<file path="src/rtl/uart_pkg.sv">
// Shared UART definitions: FSM state encoding and legal parameter ranges.
// Used by the transmitter and intended for the matching receiver.
package uart_pkg;

    typedef enum logic [2:0] {
        ST_IDLE   = 3'd0,
        ST_START  = 3'd1,
        ST_DATA   = 3'd2,
        ST_PARITY = 3'd3,
        ST_STOP   = 3'd4
    } uart_state_e;

    localparam int DATA_BITS_MIN = 5;
    localparam int DATA_BITS_MAX = 9;
    localparam int STOP_BITS_MIN = 1;
    localparam int STOP_BITS_MAX = 2;

endpackage

</file>
<file path="src/rtl/uart_baud_tick.sv">
// Bit-time down-counter: reloads CLKS_PER_BIT-1 on request or after reaching 0,
// and flags the final cycle of each bit with a one-cycle tick.
module uart_baud_tick #(
    parameter int CLKS_PER_BIT = 104
) (
    input  logic clk,
    input  logic rst,
    input  logic reload,
    output logic tick
);

    localparam int CNT_W = (CLKS_PER_BIT > 1) ? $clog2(CLKS_PER_BIT) : 1;
    localparam logic [CNT_W-1:0] RELOAD_VAL = CNT_W'(CLKS_PER_BIT - 1);

    logic [CNT_W-1:0] count_reg;

    always_ff @(posedge clk) begin
        if (rst) begin
            count_reg <= '0;
        end else if (reload || (count_reg == '0)) begin
            count_reg <= RELOAD_VAL;
        end else begin
            count_reg <= count_reg - 1'b1;
        end
    end

    assign tick = (count_reg == '0);

endmodule

</file>
<file path="src/rtl/uart_tx_cfg.sv">
// Parametrised UART transmitter (start, DATA_BITS LSB first, optional parity, stop bits).
// Define UART_TX_PARITY_EN to insert a parity bit after the data bits.
module uart_tx_cfg
    import uart_pkg::*;
#(
    parameter int CLKS_PER_BIT = 104,
    parameter int DATA_BITS    = 8,
    parameter int STOP_BITS    = 1,
    parameter int PARITY_ODD   = 0
) (
    input  logic                 clk,
    input  logic                 rst,
    input  logic [DATA_BITS-1:0] tx_data,
    input  logic                 tx_valid,
    output logic                 tx_ready,
    output logic                 tx,
    output logic                 tx_busy,
    output logic                 tx_done
);

    if (DATA_BITS < DATA_BITS_MIN || DATA_BITS > DATA_BITS_MAX) begin : g_bad_data_bits
        $error("uart_tx_cfg: DATA_BITS must be in 5..9");
    end
    if (STOP_BITS < STOP_BITS_MIN || STOP_BITS > STOP_BITS_MAX) begin : g_bad_stop_bits
        $error("uart_tx_cfg: STOP_BITS must be 1 or 2");
    end
    if (CLKS_PER_BIT < 2) begin : g_bad_clks
        $error("uart_tx_cfg: CLKS_PER_BIT must be at least 2");
    end
    if (PARITY_ODD != 0 && PARITY_ODD != 1) begin : g_bad_parity
        $error("uart_tx_cfg: PARITY_ODD must be 0 or 1");
    end

    localparam int BIT_W = $clog2(DATA_BITS);
    localparam logic [BIT_W-1:0] LAST_BIT = BIT_W'(DATA_BITS - 1);
    localparam logic LAST_STOP = 1'(STOP_BITS - 1);

    uart_state_e          state_reg, state_next;
    logic [DATA_BITS-1:0] shift_reg, shift_next;
    logic [BIT_W-1:0]     bit_cnt_reg, bit_cnt_next;
    logic                 stop_cnt_reg, stop_cnt_next;
    logic                 tx_reg, tx_next;
    logic                 done_reg, done_next;
    logic                 reload;
    logic                 tick;
`ifdef UART_TX_PARITY_EN
    logic                 parity_reg, parity_next;
`endif

    uart_baud_tick #(
        .CLKS_PER_BIT(CLKS_PER_BIT)
    ) u_baud (
        .clk   (clk),
        .rst   (rst),
        .reload(reload),
        .tick  (tick)
    );

    always_ff @(posedge clk) begin
        if (rst) begin
            state_reg    <= ST_IDLE;
            shift_reg    <= '0;
            bit_cnt_reg  <= '0;
            stop_cnt_reg <= 1'b0;
            tx_reg       <= 1'b1;
            done_reg     <= 1'b0;
`ifdef UART_TX_PARITY_EN
            parity_reg   <= 1'b0;
`endif
        end else begin
            state_reg    <= state_next;
            shift_reg    <= shift_next;
            bit_cnt_reg  <= bit_cnt_next;
            stop_cnt_reg <= stop_cnt_next;
            tx_reg       <= tx_next;
            done_reg     <= done_next;
`ifdef UART_TX_PARITY_EN
            parity_reg   <= parity_next;
`endif
        end
    end

    // tx is registered, so each branch sets tx_next to the level of the state being entered.
    always_comb begin
        state_next    = state_reg;
        shift_next    = shift_reg;
        bit_cnt_next  = bit_cnt_reg;
        stop_cnt_next = stop_cnt_reg;
        tx_next       = tx_reg;
        done_next     = 1'b0;
        reload        = 1'b0;
`ifdef UART_TX_PARITY_EN
        parity_next   = parity_reg;
`endif
        case (state_reg)
            ST_IDLE: begin
                tx_next = 1'b1;
                if (tx_valid) begin
                    state_next    = ST_START;
                    shift_next    = tx_data;
                    bit_cnt_next  = '0;
                    stop_cnt_next = 1'b0;
                    tx_next       = 1'b0;
                    reload        = 1'b1;
`ifdef UART_TX_PARITY_EN
                    parity_next   = (^tx_data) ^ PARITY_ODD[0];
`endif
                end
            end
            ST_START: begin
                if (tick) begin
                    state_next = ST_DATA;
                    tx_next    = shift_reg[0];
                end
            end
            ST_DATA: begin
                if (tick) begin
                    if (bit_cnt_reg == LAST_BIT) begin
`ifdef UART_TX_PARITY_EN
                        state_next = ST_PARITY;
                        tx_next    = parity_reg;
`else
                        state_next = ST_STOP;
                        tx_next    = 1'b1;
`endif
                    end else begin
                        bit_cnt_next = bit_cnt_reg + 1'b1;
                        shift_next   = shift_reg >> 1;
                        tx_next      = shift_reg[1];
                    end
                end
            end
            ST_PARITY: begin
                if (tick) begin
                    state_next = ST_STOP;
                    tx_next    = 1'b1;
                end
            end
            ST_STOP: begin
                if (tick) begin
                    if (stop_cnt_reg == LAST_STOP) begin
                        state_next = ST_IDLE;
                        done_next  = 1'b1;
                    end else begin
                        stop_cnt_next = stop_cnt_reg + 1'b1;
                    end
                end
            end
            default: begin
                state_next = ST_IDLE;
                tx_next    = 1'b1;
            end
        endcase
    end

    assign tx       = tx_reg;
    assign tx_done  = done_reg;
    assign tx_ready = (state_reg == ST_IDLE);
    assign tx_busy  = ~tx_ready;

endmodule

</file>
<file path="config.mk">
export PLATFORM = sky130hd
export DESIGN_NAME = uart_tx_cfg
export DESIGN_NICKNAME = d
export VERILOG_FILES = /design/src/rtl/uart_pkg.sv /design/src/rtl/uart_baud_tick.sv /design/src/rtl/uart_tx_cfg.sv
export SDC_FILE = /design/constraint.sdc
export NUM_CORES = 1
export LEC_CHECK = 0
export ABC_AREA = 1
export CAP_MARGIN = 20
export CELL_PAD_IN_SITES_DETAIL_PLACEMENT = 0
export CELL_PAD_IN_SITES_GLOBAL_PLACEMENT = 1
export CORE_MARGIN = 10
export CORE_UTILIZATION = 38
export CTS_CLUSTER_DIAMETER = 150
export CTS_CLUSTER_SIZE = 8
export DETAILED_ROUTE_END_ITERATION = 8
export GPL_TIMING_DRIVEN = 1
export HOLD_SLACK_MARGIN = 0.15
export PLACE_DENSITY = 0.89
export SYNTH_ARGS = -nofsm -noshare
export SYNTH_HDL_FRONTEND = slang
export SYNTH_HIERARCHICAL = 1
export SYNTH_SLANG_ARGS = --single-unit
</file>
<file path="constraint.sdc">
create_clock -name clk -period 2.13 [get_ports clk]
set_input_delay 0.426 -clock clk [delete_from_list [all_inputs] [get_ports clk]]
set_output_delay 0.426 -clock clk [all_outputs]
set_load 0.01 [all_outputs]
</file>
==> out/results.ini <==
[timing]
rsz0062_at_grt = false
finalCritPeriodShare_pct = 92.17
setup_viol = 0
fin_tns_setup_ns = 0
setup_ws_ns = 0.1668
finClkSkew_ns = 0.001263
slew_headroom_pct = 76.18
maxSlewViolCount = 0
hold_viol = 0
worst_slew_pin_slew_ns = 0.3564
max_freq_mhz = 509.4
fin_crit_ns = 1.963

[detailed_routing]
ant_nets = 0
vias = 1105
wl_um = 2656
viasPerCell = 4.566
drt_iter0_drc = 50
first_pass_iters = 4
avgRoutedWirePerCell_um = 10.98
drcViolationCount = 0

[power_and_ir_drop]
clkPwrFrac_pct = 10.1
ir_drop_mv = 0.4770
seq_power_share_pct = 33.8
power_density_nw_per_um2 = 1403
p_leak_uw = 0.0006723
internal_power_uw = 1069
p_comb_share_pct = 56.2
switchingPower_uw = 934.2
netSwitchingFraction_pct = 46.63

[clocking]
clock-root-buffer = clkbuf_4
cts_setup_buffers = 0
post_cts_resized = 0
cts_made_buffers = 3
cts_buffer_depth = 2
clock_latency_ns = 0.31
cts.clk_slew.worst_paths_ns = 0.12
hold_buffers = 0
cts_tree = done
h-tree-depth = 1
clkSinkCount = 23

[global_route]
grt_pass1_vias = 1141
globalRouteMet2Util_pct = 17.18
grtUsageMet3_pct = 2.830
overflow = 0
top_usage_layer = met2
antenna_found_initial = 0
met1_usage_pct = 11.04
grt_usage_pct = 9.812
grt_max_degree = 14
grt_pass1_wl_um = 4843

[cells_and_area]
nets = 213
n_antenna_cell = 0
postLayoutCoreUtil_pct = 46.76
syn_to_final_growth_pct = 17.15
largest_reg_flops = 8
fin_cells = 242
fillers = 325
drive_gt1_share_pct = 8.081

[floorplan]
ioPinCount = 15
core_area_um2 = 3053
die_w_um = 76.63
start_util_pct = 39.92
die-area_um2 = 5872
die_h_um = 76.63
rows = 20

[yosys]
synth_common_cells = nand2_1, dfxtp_1, inv_1
synth_flop_cell = dfxtp_1
yosys.area.top_type_share_pct = 37.78
synth.area.top_cells = dfxtp_1, nand2_1, nand3_1, inv_1, a21oi_1
ys_seq_area_share_pct = 37.78
syn_area_per_cell_um2 = 6.696
ys_types = 23
async_flop_share_pct = 0
syn_area_um2 = 1219
yosysWarnings = 6
synth-edff-count = 0
synth_top_area_cell = dfxtp_1
syn-num-nets = 196
netlist_instances = 182
synth.most_common_cell = nand2_1
ys_seq_elements = 23

[worst_setup_path]
crit_required_ns = 1.70
crit_arrival_ns = 1.54
reg2reg_slack_ns = 0.41
critPathCaptureType = output pin
critPathMaxFanout = 5
cp-start-kind = flip-flop
worstSetupPathType = reg2out

[worst_hold_path]
hold_path.class = reg2reg

[placement]
gp_congestion = 0.9279
dpl_worst_slack_ns = 0.3273
hpwl_um = 2048
io_buffers = 14
place_inst = 238

[outcome]
status = finished clean

[run]
cap_violations = 0

## placed cells by master, fill, tap and decap left out, types with 4 or more instances in the layout
cell type	Yosys	final
nand2_1	59	59
nor2_1	15	15
nand4_1	4	4
clkdlybuf4s50_1	0	14
inv_1	22	22
dfxtp_1	23	23
nand3_1	17	17
a21oi_1	14	14
## power by group through the flow
stage	Combinational [uW]	Clock [uW]	Sequential [uW]
2_1_floorplan	893	0	668
3_3_place_gp	1130	0	683
3_5_place_dp	1140	0	686
4_1_cts	1140	213	676
5_1_grt	1310	228	698
6_report	1130	202	676
## critical path, cell delays in order (launching register included)
cell and delay [ns]:
dfxtp_1 0.37, inv_2 0.09, nand2_1 0.06, nor2_2 0.14, clkdlybuf4s50_1 0.56
## cells by family (layout without fill, tap and decap cells)
family,count (synthesis),in the layout,synth area share [%]
xor+xnor,3,3,2.156
buf+inv,29,45,10.27
flops,23,23,37.78
compound gates,18,18,7.598
simple gates,106,106,39.12
fa+ha+maj,3,3,3.080
## cell type report
type,instances,area [um^2],share of cell area [%]
multi-input combinational,130,633.1,44.35
timing repair buffer,17,162.7,11.39
inverter,24,90.09,6.310
tap,44,55.05,3.856
sequential,23,460.4,32.25
clock buffer,4,26.28,1.840
## path summary, 6_finish.rpt
| check | from | end | depth (start not counted) |
|---|---|---|---|
| worst max register to register | u_baud/count_reg[0]$_SDFF_PP0_ | state_reg[1]$_SDFFE_PP0P_ | 11 |
| worst max-delay path | state_reg[0]$_SDFFE_PP0P_ | tx_ready | 4 |
| worst min-delay path | shift_reg[2]$_SDFFE_PP0P_ | shift_reg[2]$_SDFFE_PP0P_ | 2 |
| worst min register to register | shift_reg[2]$_SDFFE_PP0P_ | shift_reg[2]$_SDFFE_PP0P_ | 2 |
## routing by layer
layer / up-vias / wire length [um]
met4: 0 / 26
met2: 6 / 1302
li1: 602 / -
met1: 495 / 1272
met3: 2 / 54
met5: - / 0
## per-stage QoR
stage	area (um^2)	total power, uW	hold slack (ns)
finish	1428	2003	0.4731
global route	1428	2236	0.4943
CTS	1428	2028	0.4748
detailed placement	1401	1822	0.4577
global placement	1401	1808	0.4486
floorplan	1219	1561	0.4331
No activity file was read; power rests on OpenSTA's default activity.
